**src/rtl/apb_cmd_master_if.sv**
```systemverilog
// Bundles the command, response and APB request signals of apb_cmd_master.
// The master modport is the requester's view; slave is the environment's view.
interface apb_cmd_master_if #(
    parameter int AW = 32,
    parameter int DW = 32
);
    logic          cmd_valid;
    logic          cmd_ready;
    logic          cmd_write;
    logic [AW-1:0] cmd_addr;
    logic [DW-1:0] cmd_wdata;
    logic          rsp_valid;
    logic          rsp_ready;
    logic [DW-1:0] rsp_rdata;
    logic          rsp_err;
    logic          rsp_timeout;
    logic          psel;
    logic          penable;
    logic          pwrite;
    logic [AW-1:0] paddr;
    logic [DW-1:0] pwdata;
    logic [DW-1:0] prdata;
    logic          pready;
    logic          pslverr;

    modport master (
        input  cmd_valid, cmd_write, cmd_addr, cmd_wdata, rsp_ready,
               prdata, pready, pslverr,
        output cmd_ready, rsp_valid, rsp_rdata, rsp_err, rsp_timeout,
               psel, penable, pwrite, paddr, pwdata
    );

    modport slave (
        output cmd_valid, cmd_write, cmd_addr, cmd_wdata, rsp_ready,
               prdata, pready, pslverr,
        input  cmd_ready, rsp_valid, rsp_rdata, rsp_err, rsp_timeout,
               psel, penable, pwrite, paddr, pwdata
    );
endinterface

```
**src/rtl/apb_cmd_master.sv**
```systemverilog
// Runs single-word valid/ready commands as APB transfers with an optional
// ACCESS-phase timeout; all outputs come straight from registers.
//
// state  | meaning
// IDLE   | cmd_ready raised, waiting for a command
// SETUP  | psel=1, penable=0 for one cycle
// ACCESS | psel=1, penable=1 until pready or timeout
// RESP   | response held until rsp_ready
module apb_cmd_master #(
    parameter int AW      = 32,
    parameter int DW      = 32,
    parameter int TIMEOUT = 16
) (
    input  logic                   i_pclk,
    input  logic                   i_preset,
    apb_cmd_master_if.master       io_bus
);
    typedef enum logic [1:0] {S_IDLE, S_SETUP, S_ACCESS, S_RESP} state_t;

    localparam logic [15:0] LP_TMO    = 16'(TIMEOUT);
    localparam logic        LP_TMO_EN = (TIMEOUT != 0);

    state_t        r_state,       w_state_nxt;
    logic          r_cmd_ready,   w_cmd_ready_nxt;
    logic          r_rsp_valid,   w_rsp_valid_nxt;
    logic [DW-1:0] r_rsp_rdata,   w_rsp_rdata_nxt;
    logic          r_rsp_err,     w_rsp_err_nxt;
    logic          r_rsp_timeout, w_rsp_timeout_nxt;
    logic          r_psel,        w_psel_nxt;
    logic          r_penable,     w_penable_nxt;
    logic          r_pwrite,      w_pwrite_nxt;
    logic [AW-1:0] r_paddr,       w_paddr_nxt;
    logic [DW-1:0] r_pwdata,      w_pwdata_nxt;
    logic [15:0]   r_cnt,         w_cnt_nxt;
    logic [15:0]   w_cnt_inc;

    assign w_cnt_inc = r_cnt + 16'd1;

    always_ff @(posedge i_pclk) begin
        if (i_preset) begin
            r_state       <= S_IDLE;
            r_cmd_ready   <= 1'b0;
            r_rsp_valid   <= 1'b0;
            r_rsp_rdata   <= '0;
            r_rsp_err     <= 1'b0;
            r_rsp_timeout <= 1'b0;
            r_psel        <= 1'b0;
            r_penable     <= 1'b0;
            r_pwrite      <= 1'b0;
            r_paddr       <= '0;
            r_pwdata      <= '0;
            r_cnt         <= '0;
        end else begin
            r_state       <= w_state_nxt;
            r_cmd_ready   <= w_cmd_ready_nxt;
            r_rsp_valid   <= w_rsp_valid_nxt;
            r_rsp_rdata   <= w_rsp_rdata_nxt;
            r_rsp_err     <= w_rsp_err_nxt;
            r_rsp_timeout <= w_rsp_timeout_nxt;
            r_psel        <= w_psel_nxt;
            r_penable     <= w_penable_nxt;
            r_pwrite      <= w_pwrite_nxt;
            r_paddr       <= w_paddr_nxt;
            r_pwdata      <= w_pwdata_nxt;
            r_cnt         <= w_cnt_nxt;
        end
    end

    always_comb begin
        w_state_nxt       = r_state;
        w_cmd_ready_nxt   = r_cmd_ready;
        w_rsp_valid_nxt   = r_rsp_valid;
        w_rsp_rdata_nxt   = r_rsp_rdata;
        w_rsp_err_nxt     = r_rsp_err;
        w_rsp_timeout_nxt = r_rsp_timeout;
        w_psel_nxt        = r_psel;
        w_penable_nxt     = r_penable;
        w_pwrite_nxt      = r_pwrite;
        w_paddr_nxt       = r_paddr;
        w_pwdata_nxt      = r_pwdata;
        w_cnt_nxt         = r_cnt;
        case (r_state)
            S_IDLE: begin
                w_psel_nxt    = 1'b0;
                w_penable_nxt = 1'b0;
                // cmd_ready is raised one cycle after entering IDLE, so acceptance needs it already high
                if (!r_cmd_ready) begin
                    w_cmd_ready_nxt = 1'b1;
                end else if (io_bus.cmd_valid) begin
                    w_cmd_ready_nxt = 1'b0;
                    w_pwrite_nxt    = io_bus.cmd_write;
                    w_paddr_nxt     = io_bus.cmd_addr;
                    w_pwdata_nxt    = io_bus.cmd_wdata;
                    w_psel_nxt      = 1'b1;
                    w_state_nxt     = S_SETUP;
                end
            end
            S_SETUP: begin
                w_penable_nxt = 1'b1;
                w_state_nxt   = S_ACCESS;
            end
            S_ACCESS: begin
                if (io_bus.pready) begin
                    w_rsp_rdata_nxt   = (!r_pwrite && !io_bus.pslverr) ? io_bus.prdata : '0;
                    w_rsp_err_nxt     = io_bus.pslverr;
                    w_rsp_timeout_nxt = 1'b0;
                    w_psel_nxt        = 1'b0;
                    w_penable_nxt     = 1'b0;
                    w_rsp_valid_nxt   = 1'b1;
                    w_state_nxt       = S_RESP;
                end else if (LP_TMO_EN && (w_cnt_inc == LP_TMO)) begin
                    w_cnt_nxt         = w_cnt_inc;
                    w_rsp_rdata_nxt   = '0;
                    w_rsp_err_nxt     = 1'b1;
                    w_rsp_timeout_nxt = 1'b1;
                    w_psel_nxt        = 1'b0;
                    w_penable_nxt     = 1'b0;
                    w_rsp_valid_nxt   = 1'b1;
                    w_state_nxt       = S_RESP;
                end else begin
                    w_cnt_nxt = w_cnt_inc;
                end
            end
            S_RESP: begin
                if (io_bus.rsp_ready) begin
                    w_rsp_valid_nxt = 1'b0;
                    w_cnt_nxt       = '0;
                    w_state_nxt     = S_IDLE;
                end
            end
            default: w_state_nxt = S_IDLE;
        endcase
    end

    assign io_bus.cmd_ready   = r_cmd_ready;
    assign io_bus.rsp_valid   = r_rsp_valid;
    assign io_bus.rsp_rdata   = r_rsp_rdata;
    assign io_bus.rsp_err     = r_rsp_err;
    assign io_bus.rsp_timeout = r_rsp_timeout;
    assign io_bus.psel        = r_psel;
    assign io_bus.penable     = r_penable;
    assign io_bus.pwrite      = r_pwrite;
    assign io_bus.paddr       = r_paddr;
    assign io_bus.pwdata      = r_pwdata;
endmodule

```
**src/flat_wrapper.sv**
```systemverilog
// flat-port wrapper written by rule: the top's interface ports become plain ports
module apb_cmd_master_flat 
#(
    parameter int AW      = 32,
    parameter int DW      = 32,
    parameter int TIMEOUT = 16
)
  (i_pclk, i_preset, io_bus_cmd_valid, io_bus_cmd_write, io_bus_cmd_addr, io_bus_cmd_wdata, io_bus_rsp_ready, io_bus_prdata, io_bus_pready, io_bus_pslverr, io_bus_cmd_ready, io_bus_rsp_valid, io_bus_rsp_rdata, io_bus_rsp_err, io_bus_rsp_timeout, io_bus_psel, io_bus_penable, io_bus_pwrite, io_bus_paddr, io_bus_pwdata);
  apb_cmd_master_if #(.AW(AW), .DW(DW)) io_bus_i ();
  input  logic i_pclk;
  input  logic i_preset;
  input wire logic [$bits(io_bus_i.cmd_valid)-1:0] io_bus_cmd_valid;
  input wire logic [$bits(io_bus_i.cmd_write)-1:0] io_bus_cmd_write;
  input wire logic [$bits(io_bus_i.cmd_addr)-1:0] io_bus_cmd_addr;
  input wire logic [$bits(io_bus_i.cmd_wdata)-1:0] io_bus_cmd_wdata;
  input wire logic [$bits(io_bus_i.rsp_ready)-1:0] io_bus_rsp_ready;
  input wire logic [$bits(io_bus_i.prdata)-1:0] io_bus_prdata;
  input wire logic [$bits(io_bus_i.pready)-1:0] io_bus_pready;
  input wire logic [$bits(io_bus_i.pslverr)-1:0] io_bus_pslverr;
  output wire logic [$bits(io_bus_i.cmd_ready)-1:0] io_bus_cmd_ready;
  output wire logic [$bits(io_bus_i.rsp_valid)-1:0] io_bus_rsp_valid;
  output wire logic [$bits(io_bus_i.rsp_rdata)-1:0] io_bus_rsp_rdata;
  output wire logic [$bits(io_bus_i.rsp_err)-1:0] io_bus_rsp_err;
  output wire logic [$bits(io_bus_i.rsp_timeout)-1:0] io_bus_rsp_timeout;
  output wire logic [$bits(io_bus_i.psel)-1:0] io_bus_psel;
  output wire logic [$bits(io_bus_i.penable)-1:0] io_bus_penable;
  output wire logic [$bits(io_bus_i.pwrite)-1:0] io_bus_pwrite;
  output wire logic [$bits(io_bus_i.paddr)-1:0] io_bus_paddr;
  output wire logic [$bits(io_bus_i.pwdata)-1:0] io_bus_pwdata;
  assign io_bus_i.cmd_valid = io_bus_cmd_valid;
  assign io_bus_i.cmd_write = io_bus_cmd_write;
  assign io_bus_i.cmd_addr = io_bus_cmd_addr;
  assign io_bus_i.cmd_wdata = io_bus_cmd_wdata;
  assign io_bus_i.rsp_ready = io_bus_rsp_ready;
  assign io_bus_i.prdata = io_bus_prdata;
  assign io_bus_i.pready = io_bus_pready;
  assign io_bus_i.pslverr = io_bus_pslverr;
  assign io_bus_cmd_ready = io_bus_i.cmd_ready;
  assign io_bus_rsp_valid = io_bus_i.rsp_valid;
  assign io_bus_rsp_rdata = io_bus_i.rsp_rdata;
  assign io_bus_rsp_err = io_bus_i.rsp_err;
  assign io_bus_rsp_timeout = io_bus_i.rsp_timeout;
  assign io_bus_psel = io_bus_i.psel;
  assign io_bus_penable = io_bus_i.penable;
  assign io_bus_pwrite = io_bus_i.pwrite;
  assign io_bus_paddr = io_bus_i.paddr;
  assign io_bus_pwdata = io_bus_i.pwdata;
  apb_cmd_master #(.AW(AW), .DW(DW), .TIMEOUT(TIMEOUT)) u_core (.i_pclk(i_pclk), .i_preset(i_preset), .io_bus(io_bus_i));
endmodule
```
**config.mk**
```make
export PLATFORM = sky130hd
export DESIGN_NAME = apb_cmd_master_flat
export DESIGN_NICKNAME = d
export VERILOG_FILES = /design/src/rtl/apb_cmd_master_if.sv /design/src/rtl/apb_cmd_master.sv /design/src/flat_wrapper.sv
export SDC_FILE = /design/constraint.sdc
export NUM_CORES = 1
export LEC_CHECK = 0
export BUFFER_PORTS_ARGS = -buffer_cell sky130_fd_sc_hd__buf_4
export CORE_AREA = 2 2 105 107
export DETAILED_ROUTE_END_ITERATION = 10
export DIE_AREA = 0 0 107 109
export GPL_TIMING_DRIVEN = 0
export PLACE_DENSITY = 0.89
export SETUP_SLACK_MARGIN = 0.5
export SLEW_MARGIN = 20
export SYNTH_ARGS = -nofsm -noshare
export SYNTH_HDL_FRONTEND = slang
export SYNTH_SLANG_ARGS = --single-unit
export TNS_END_PERCENT = 20
```
**constraint.sdc**
```tcl
create_clock -name i_pclk -period 7.5 [get_ports i_pclk]
set_input_delay 1.5 -clock i_pclk [delete_from_list [all_inputs] [get_ports i_pclk]]
set_output_delay 1.5 -clock i_pclk [all_outputs]
set_load 0.01 [all_outputs]
```
==> impl_metrics.py <==
metrics = {
    "synth": {
        "seq_area_frac_synth_pct": 50.79,
        "ys_ff_latch": 121,
        "synthAdderAreaFrac_pct": 1.836,
        "netlist_area_mm2": 0.004770,
        "synth_xor_area_share_pct": 0.7345,
        "yosysTopAreaCellShare_pct": 50.79,
        "synth-compound-area-share_pct": 21.46,
        "synth_top_family_by_area": "compound AO/OA/AOI/OAI gates",
        "yosysUniqueCellTypes": 50,
        "synthCells": 548,
        "yosys-top-cells-area": "dfxtp_1 51%, nand2_1 12%, a21oi_1 8.4%",
        "avgSynthCellArea_um2": 8.704,
        "ys_warn_count": 0,
        "synthMuxAreaShare_pct": 0.4197,
        "synth-simple-area-share_pct": 20.04,
        "syn-num-nets": 658,
        "yosysTopAreaCell": "dfxtp_1",
    },
    "pwr": {
        "cellLeakagePower_nw": 2.983,
        "p_per_area_mw_per_mm2": 280.6,
        "vdd_drop_max_uv": 190.9,
    },
    "global_route": {
        "grt_pass1_vias": 4596,
        "antenna_found_initial": 0,
        "gr-total-overflow": 0,
        "grt_max_degree": 17,
        "grt_usage_pct": 23.16,
        "grt_first_pass_wirelength_mm": 21.47,
    },
    "die": {
        "rows": 38,
        "die_width_um": 107,
        "fp.coreArea_mm2": 0.01060,
        "die_area_mm2": 0.01166,
        "num_io_pins": 206,
        "initial_core_util_pct": 44.98,
        "die_h_um": 109,
    },
    "timing": {
        "grt_setup_unrepaired": "no",
        "post-route-period-util_pct": 39.37,
        "fmax_ghz": 0.3386,
        "hold_viol": 0,
        "finalSetupTns_ps": 0,
        "finalClockSkew_ps": 10.33,
        "worst_pin_slew_ps": 756.1,
        "min_period_ps": 2953,
        "finalSetupViolCount": 0,
        "relSlewSlack_pct": 49.13,
        "maxSlewViolCount": 0,
    },
    "placed_design": {
        "dp_hpwl_mm": 9.735,
        "dp_cells": 893,
        "placed_cell_area_mm2": 0.006484,
        "gp_congestion": 0.8703,
        "numPortBuffers": 205,
    },
    "layout": {
        "mostFrequentLayoutCell": "buf_4",
        "diodes": 0,
        "fin_nets": 882,
        "drive_above_1_share_pct": 36.43,
        "stdcell_count": 925,
        "mostFrequentLayoutCells": "207 x buf_4, 150 x nand2_1, 121 x dfxtp_1",
        "design_area_mm2": 0.007039,
        "nFillCells": 865,
        "syn_to_final_growth_pct": 47.59,
    },
    "critical_path": {
        "crit_required_ps": 7940,
        "cp-end-kind": "flop",
        "reg2reg_slack_ps": 4550,
        "crit_start": "u_core.r_cnt[0]",
        "reg2regPathDepth": 8,
        "worstReg2RegEnd": "u_core.r_state[1]",
        "r2r_start": "u_core.r_cnt[0]",
        "worstSetupStartpointType": "flop",
        "worstSetupPathType": "flop to flop",
        "cp_max_fo": 8,
        "cp-endpoint": "u_core.r_state[1]",
        "critPathArrivalTime_ps": 3390,
    },
    "clock_tree": {
        "cts_resized": 0,
        "cts_setup_buffers": 0,
        "clock-sinks": 121,
        "clk_latency_ps": 510,
        "clockRootBuffer": "clkbuf_8",
        "clkTransAtPathRegs_ps": 60,
        "cts_buffers": 17,
        "clk_path_buf_depth": 2,
        "cts_tree": "yes",
        "hold_buffers": 0,
        "cts_max_level": 4,
    },
    "detailed_routing": {
        "first_pass_iters": 5,
        "ant_nets": 0,
        "drc_errors": 0,
        "wl_per_cell_um": 14.56,
        "dr.first_iter.drc_count": 278,
        "vias": 4751,
        "drt-total-wl_mm": 13.47,
        "viasPerCell": 5.136,
    },
    "outcome": {
        "outcome": "completed",
    },
    "run": {
        "drv_cap": 0,
    },
    "worst_hold_path": {
        "hp-class": "flop to flop",
    },
}
==> through the flow <==
step	hold slack (ps)	total power, mW	setup WS (ps)	utilization (%)
final	453.5	1.975	4547	66.39
after global routing	473.5	2.076	4281	66.39
after CTS	455.0	1.989	4588	66.39
after detailed placement	446.9	1.220	4354	61.15
after global placement	442.3	1.209	4378	61.15
after floorplan	480.1	1.007	4904	-
==> kinds of logic after synthesis <==
family,Yosys count
DFF,121
adders and majority gates,7
AOI/OAI and AO/OA,153
muxes,2
xor gates and xnor gates,4
buffers and inverters,42
and+or+nand+nor,219
==> layer usage <==
metal | GRT usage (%) | vias to the layer above | wire (µm)
met2 | 40.13 | 192 | 6859
li1 | - | 2347 | -
met1 | 26.34 | 2195 | 5316
met3 | 8.727 | 17 | 1126
met5 | 0 | - | 0
met4 | 7.885 | 0 | 164
==> flip-flops by register name, summed over array words and instances, names as in the netlist, 2 cells and up <==
register,flops
u_core.io_bus.paddr,32
u_core.io_bus.pwdata,32
u_core.io_bus.rsp_rdata,32
u_core.r_cnt,16
u_core.r_state,2
==> area by class of cell <==
type                       count  area [µm²]  area share (%)
sequential                   121        2422           34.41
multi-input combinational    385        2122           30.15
timing repair buffer         205        1539           21.86
clock buffer                  18       417.9           5.937
buffer                        40       217.7           3.093
tap                          140       175.2           2.488
clock inverter                14       137.6           1.955
inverter                       2       7.507          0.1066
==> where the power goes <==
part / switching, mW / internal [mW]
Combinational: 0.251 / 0.200
Sequential: 0.0446 / 0.714
Clock: 0.318 / 0.448
==> worst min-delay path by stage <==
stage	startpoint	end	slack, ps	cells after the start
3_3_place_gp	u_core.io_bus.paddr[19]	u_core.io_bus.paddr[19]	440	2
5_1_grt	u_core.io_bus.pwdata[24]	u_core.io_bus.pwdata[24]	470	2
4_1_cts	u_core.io_bus.pwdata[20]	u_core.io_bus.pwdata[20]	450	2
3_5_place_dp	u_core.io_bus.pwdata[20]	u_core.io_bus.pwdata[20]	450	2
6_report	u_core.io_bus.paddr[7]	u_core.io_bus.paddr[7]	450	2
2_1_floorplan	u_core.r_cnt[15]	u_core.r_cnt[15]	480	2
==> critical path, cell delays in order (launching register included) <==
cell,delay (ps)
dfxtp_1,460
ha_1,360
nand3_1,260
nor4_4,400
nand3_1,150
a221oi_2,380
a31oi_1,270
a221oi_2,380
mux2i_1,210
==> Yosys cell counts (all sizes together) <==
library cell	number
nand4	3
a31oi	8
nor4b	1
or3	5
nand3b	2
a22o	32
xnor2	3
a22oi	1
a2bb2oi	1
a311oi	4
and3	2
a21oi	81
nand2b	7
a31o	1
dfxtp	121
o32a	1
nor2	24
buf	11
nor3	8
clkdlybuf4s15	1
o21a	1
inv	2
nand2	151
or4b	1
nand3	8
clkbuf	27
nor2b	2
a211oi	4
or2	1
o211a	1
and2	1
ha	7
o41a	1
nor4	3
a41oi	1
mux2i	2
xor2	1
a221oi	2
dlygate4sd1	1
o21ai	14
(Power assumes the default switching activity.)
